==> src/rtl/rf_wb_pkg.sv <==
// Shared entry type and constants for the register-file writeback queue.
// Combinational helpers only; no state, no latency, no backpressure.
// Bypass feature of the top level is selected by macro RF_WB_BYPASS_EN.
package rf_wb_pkg;

  localparam int REG_ADDR_W = 5;
  localparam int DATA_W     = 32;
  localparam logic [REG_ADDR_W-1:0] ZERO_REG = '0;

  typedef struct packed {
    logic                  fp;
    logic [REG_ADDR_W-1:0] addr;
    logic [DATA_W-1:0]     data;
  } rf_entry_t;

  // Integer r0 is hardwired to zero; the FP file has no such register.
  function automatic logic is_zero_reg(input logic fp, input logic [REG_ADDR_W-1:0] addr);
    return !fp && (addr == ZERO_REG);
  endfunction

endpackage

==> src/rtl/rf_wb_fifo.sv <==
// Circular writeback queue exposing every slot and its valid bit.
// Entry visible at the head one cycle after push; push ignored when full, pop ignored when empty.
// Caller owns backpressure via o_full; no pass-through of a simultaneous pop.
module rf_wb_fifo
  import rf_wb_pkg::*;
#(
  parameter int DEPTH = 4
) (
  input  logic                     clk,
  input  logic                     rst,
  input  logic                     i_push,
  input  rf_entry_t                i_push_dat,
  input  logic                     i_pop,
  output logic                     o_full,
  output logic                     o_empty,
  output logic [$clog2(DEPTH):0]   o_count,
  output logic [$clog2(DEPTH)-1:0] o_rd_ptr,
  output rf_entry_t [DEPTH-1:0]    o_entries,
  output logic [DEPTH-1:0]         o_vld
);

  localparam int PTR_W = $clog2(DEPTH);
  localparam int CNT_W = PTR_W + 1;
  localparam logic [CNT_W-1:0] FULL_CNT = CNT_W'(DEPTH);

  rf_entry_t [DEPTH-1:0] r_mem;
  logic [PTR_W-1:0]      r_wr_ptr;
  logic [PTR_W-1:0]      r_rd_ptr;
  logic [CNT_W-1:0]      r_count;
  logic [DEPTH-1:0]      r_vld;
  logic                  w_push;
  logic                  w_pop;

  assign o_full  = (r_count == FULL_CNT);
  assign o_empty = (r_count == '0);
  assign w_push  = i_push && !o_full;
  assign w_pop   = i_pop && !o_empty;

  // Payload storage needs no reset; r_vld qualifies every slot.
  always_ff @(posedge clk) begin
    if (w_push) begin
      r_mem[r_wr_ptr] <= i_push_dat;
    end
  end

  always_ff @(posedge clk) begin
    if (rst) begin
      r_wr_ptr <= '0;
      r_rd_ptr <= '0;
      r_count  <= '0;
      r_vld    <= '0;
    end else begin
      if (w_pop) begin
        r_rd_ptr        <= r_rd_ptr + 1'b1;
        r_vld[r_rd_ptr] <= 1'b0;
      end
      if (w_push) begin
        r_wr_ptr        <= r_wr_ptr + 1'b1;
        r_vld[r_wr_ptr] <= 1'b1;
      end
      case ({w_push, w_pop})
        2'b10:   r_count <= r_count + 1'b1;
        2'b01:   r_count <= r_count - 1'b1;
        default: r_count <= r_count;
      endcase
    end
  end

  assign o_count   = r_count;
  assign o_rd_ptr  = r_rd_ptr;
  assign o_entries = r_mem;
  assign o_vld     = r_vld;

endmodule

==> src/rtl/rf_writeback.sv <==
// Arbitrates load/ALU results (load wins) into a queue drained through the RF write port; RF_WB_BYPASS_EN adds read bypass.
// Accepted entry reaches WrEn/WrAddr/WData one cycle after acceptance; the head holds while rf_stall=1.
// Readies drop while the queue is full (even if it drains that cycle) and during reset.
module rf_writeback
  import rf_wb_pkg::*;
#(
  parameter int DEPTH = 4
) (
  input  logic                   clk,
  input  logic                   rst,
  input  logic                   alu_valid,
  output logic                   alu_ready,
  input  logic                   alu_fp,
  input  logic [REG_ADDR_W-1:0]  alu_addr,
  input  logic [DATA_W-1:0]      alu_data,
  input  logic                   mem_valid,
  output logic                   mem_ready,
  input  logic                   mem_fp,
  input  logic [REG_ADDR_W-1:0]  mem_addr,
  input  logic [DATA_W-1:0]      mem_data,
  input  logic                   rf_stall,
  output logic                   WrEn,
  output logic                   ftpt_write,
  output logic [REG_ADDR_W-1:0]  WrAddr,
  output logic [DATA_W-1:0]      WData,
  output logic [$clog2(DEPTH):0] count
`ifdef RF_WB_BYPASS_EN
  ,
  input  logic                   ftpt_read,
  input  logic [REG_ADDR_W-1:0]  Read1,
  input  logic [REG_ADDR_W-1:0]  Read2,
  output logic                   byp1_hit,
  output logic                   byp2_hit,
  output logic [DATA_W-1:0]      byp1_data,
  output logic [DATA_W-1:0]      byp2_data
`endif
);

  localparam int PTR_W = $clog2(DEPTH);

  logic                  w_full;
  logic                  w_empty;
  logic [PTR_W-1:0]      w_rd_ptr;
  rf_entry_t [DEPTH-1:0] w_entries;
  logic [DEPTH-1:0]      w_vld;
  rf_entry_t             w_in;
  rf_entry_t             w_head;
  logic                  w_mem_xfer;
  logic                  w_alu_xfer;
  logic                  w_push;

  assign mem_ready  = !rst && !w_full;
  assign alu_ready  = !rst && !w_full && !mem_valid;
  assign w_mem_xfer = mem_valid && mem_ready;
  assign w_alu_xfer = alu_valid && alu_ready;

  always_comb begin
    w_in = '0;
    if (w_mem_xfer) begin
      w_in = '{fp: mem_fp, addr: mem_addr, data: mem_data};
    end else if (w_alu_xfer) begin
      w_in = '{fp: alu_fp, addr: alu_addr, data: alu_data};
    end
  end

  // r0 writes complete the handshake but never occupy a slot.
  assign w_push = (w_mem_xfer || w_alu_xfer) && !is_zero_reg(w_in.fp, w_in.addr);

  rf_wb_fifo #(
    .DEPTH (DEPTH)
  ) u_fifo (
    .clk        (clk),
    .rst        (rst),
    .i_push     (w_push),
    .i_push_dat (w_in),
    .i_pop      (WrEn),
    .o_full     (w_full),
    .o_empty    (w_empty),
    .o_count    (count),
    .o_rd_ptr   (w_rd_ptr),
    .o_entries  (w_entries),
    .o_vld      (w_vld)
  );

  assign w_head     = w_entries[w_rd_ptr];
  assign WrEn       = !rst && !w_empty && !rf_stall;
  assign ftpt_write = WrEn && w_head.fp;
  assign WrAddr     = WrEn ? w_head.addr : '0;
  assign WData      = WrEn ? w_head.data : '0;

`ifdef RF_WB_BYPASS_EN
  logic [PTR_W-1:0] w_idx;

  // Walk oldest to newest so the last match left standing is the newest.
  always_comb begin
    byp1_hit  = 1'b0;
    byp2_hit  = 1'b0;
    byp1_data = '0;
    byp2_data = '0;
    w_idx     = '0;
    for (int k = 0; k < DEPTH; k++) begin
      w_idx = w_rd_ptr + PTR_W'(k);
      if (w_vld[w_idx] && !is_zero_reg(ftpt_read, Read1) &&
          w_entries[w_idx].fp == ftpt_read && w_entries[w_idx].addr == Read1) begin
        byp1_hit  = 1'b1;
        byp1_data = w_entries[w_idx].data;
      end
      if (w_vld[w_idx] && !is_zero_reg(ftpt_read, Read2) &&
          w_entries[w_idx].fp == ftpt_read && w_entries[w_idx].addr == Read2) begin
        byp2_hit  = 1'b1;
        byp2_data = w_entries[w_idx].data;
      end
    end
  end
`else
  logic w_unused_vld;
  assign w_unused_vld = ^w_vld;
`endif

endmodule

==> config.mk <==
export PLATFORM = sky130hd
export DESIGN_NAME = rf_writeback
export DESIGN_NICKNAME = d
export VERILOG_FILES = /design/src/rtl/rf_wb_pkg.sv /design/src/rtl/rf_wb_fifo.sv /design/src/rtl/rf_writeback.sv
export SDC_FILE = /design/constraint.sdc
export NUM_CORES = 1
export LEC_CHECK = 0
export BUFFER_PORTS_ARGS = -buffer_cell sky130_fd_sc_hd__buf_2
export CAP_MARGIN = 20
export CORE_MARGIN = 2
export CORE_UTILIZATION = 36
export DETAILED_ROUTE_END_ITERATION = 7
export PLACE_DENSITY = 0.65
export SLEW_MARGIN = 20
export SYNTH_ARGS = -nofsm -noshare
export SYNTH_HDL_FRONTEND = slang
export SYNTH_HIERARCHICAL = 1
export SYNTH_SLANG_ARGS = --single-unit
==> constraint.sdc <==
create_clock -name clk -period 4.5 [get_ports clk]
set_input_delay 0.45 -clock clk [delete_from_list [all_inputs] [get_ports clk]]
set_output_delay 0.45 -clock clk [all_outputs]
set_load 0.02 [all_outputs]
==> reports/results.ini <==
[route]
route.detailed.drc=0
drtIter0Drc=230
wire_per_inst_um=18.8
dr.pass1.iters=4
antenna_left=0
wl_um=13800
vias=3708
viasPerCell=5.04

[placed_design]
gp_congestion=0.747
pre_cts_ws_ns=1.08
hpwl_um=8290
placed_cells=704
portBuffers=124
place_area_um2=7560

[grt]
grt_pass1_wl_um=21800
antenna_found_initial=0
grt_pass1_vias=4095
grtUsageTotal_pct=14.6
overflow=0
grt_start_max_net_pins=41

[final_layout]
fin_nets=577
syn2layout_area_growth_pct=21.0
diodes=0
regArea_um2=4710
stdcell_area_um2=8210
drive_above_1_share_pct=47.6
multi_input_area_um2=1860
utilization_pct=44.2
fill_cells=1629
fin_cells=736

[floorplan]
die_w_um=141
fp.dieH_um=141
initial_utilization_pct=36.5
rows=50
die_area_um2=19900
io_pins=125
core-area_um2=18600

[min_path]
hp-class=in2reg

[timing]
fin_tns_setup_ns=0
hold_viol=0
min_period_over_period_pct=76.5
whs_ns=0.340
drv_slew=0
tightest_slew_ns=1.03
setup_slack_ns=1.06
finalSetupViolations=0
skew_ns=0.00844
slew_headroom_pct=31.1
grt_setup_unrepaired=false
min_period_ns=3.44
fmax_ghz=0.291

[pwr]
power_density_nw_per_um2=486
p_clk_share_pct=38.6
vdd_drop_max_v=0.000261
p_int_mw=3.05
power_mw=3.99
p_leak_nw=3.06
p_seq_share_pct=47.6
p_sw_share_pct=23.5
p_comb_share_pct=13.8
p_sw_mw=0.938

[synth]
syn_area_per_cell_um2=18.4
syn_area_um2=6780
syn_nets=456
synthCells=368
synth_warnings=6

[cts]
cts_num_sinks=159
clockBufferDepth=2
holdBufCountCts=0
cts_tree=yes
clk_latency_ns=0.41
root_buffer=clkbuf_16
cts_buffers=17
clkTransAtPathRegs_ns=0.06
cts_setup_buffers=0
cts-resized-gates=0
h-tree-depth=4

[worst_setup_path]
path_max_fanout=10
max_stage_delay_ns=0.48
reg2reg_slack_ns=1.06
worstSetupStartpointType=register
setup.worst_path.end_class=register
path_cells=or3b_1 > inv_1 > or2_1 > a21oi_1 > a211o_1 > and2_4 > inv_2 > ha_1 > inv_1 > fa_1 > xor2_1 > or3_1 > a21oi_1
crit_slowest_cell=or3b_1
critPathKind=reg2reg
crit_required_ns=4.84
crit_arrival_ns=3.78

[run]
maxCapViolations=0

[status]
status=finished clean

==> critical path, delay by kind of cell (launching register included) <==
kind | cells | cell delay (ns)
flops | 1 | 0.42
simple gates | 4 | 1.33
buf+inv | 3 | 0.19
fa+ha+maj | 2 | 0.56
compound gates | 3 | 0.70
xor+xnor | 1 | 0.16
==> power groups by stage <==
stage / Combinational, mW / Clock [mW] / Sequential (mW)
after global placement: 0.549 / 0 / 1.92
after detailed placement: 0.564 / 0 / 1.93
after global routing: 0.604 / 1.63 / 1.92
after CTS: 0.565 / 1.56 / 1.90
after floorplan: 0.399 / 0 / 1.90
final: 0.551 / 1.54 / 1.90
==> sequential cells by signal, indices dropped and copies added (netlist names) <==
name and count:
u_fifo/o_rd_ptr 2, u_fifo/o_count 3, u_fifo/r_wr_ptr 2, u_fifo/o_entries 152
==> per-layer routing <==
layer / track usage, % / share of wire (%) / up-vias
li1: - / - / 1702
met4: 4.95 / 0.92 / 0
met5: 0 / 0 / -
met1: 17.6 / 42 / 1898
met2: 25.3 / 52 / 95
met3: 4.28 / 4.4 / 13
==> cell usage in the layout, fill, tap and decap left out, types with 2 or more instances in the layout <==
cell type and n:
nand2_1 6, mux4_2 38, and2_1 38, xor2_1 2, dfxtp_4 2, dfxtp_1 5
buf_2 124, nor2_1 8, clkbuf_16 17, buf_4 2, a21oi_1 9, nand2b_1 3
clkinv_4 5, inv_2 6, clkinv_1 2, edfxtp_1 152, nand3b_1 6, bufinv_16 5
mux2i_1 2, a22o_2 32, ha_1 6, inv_1 9, nand3_1 4
==> worst paths after layout <==
path	from	depth (start not counted)	to
max	u_fifo/o_count[2]	13	u_fifo/o_count[2]
max reg2reg	u_fifo/o_count[2]	13	u_fifo/o_count[2]
min reg2reg	u_fifo/r_wr_ptr[1]	2	u_fifo/r_wr_ptr[1]
min	rst	2	u_fifo/o_rd_ptr[0]
==> final cells by class <==
class / instances / share of cell area (%)
flip-flops and latches: 159 / 57.4
multi-input cells: 170 / 22.7
repair buffers: 126 / 7.75
clock buffers: 18 / 5.23
well taps: 234 / 3.57
clock inverters: 14 / 2.62
inverters: 15 / 0.686
No activity file was read; power rests on OpenSTA's default activity.
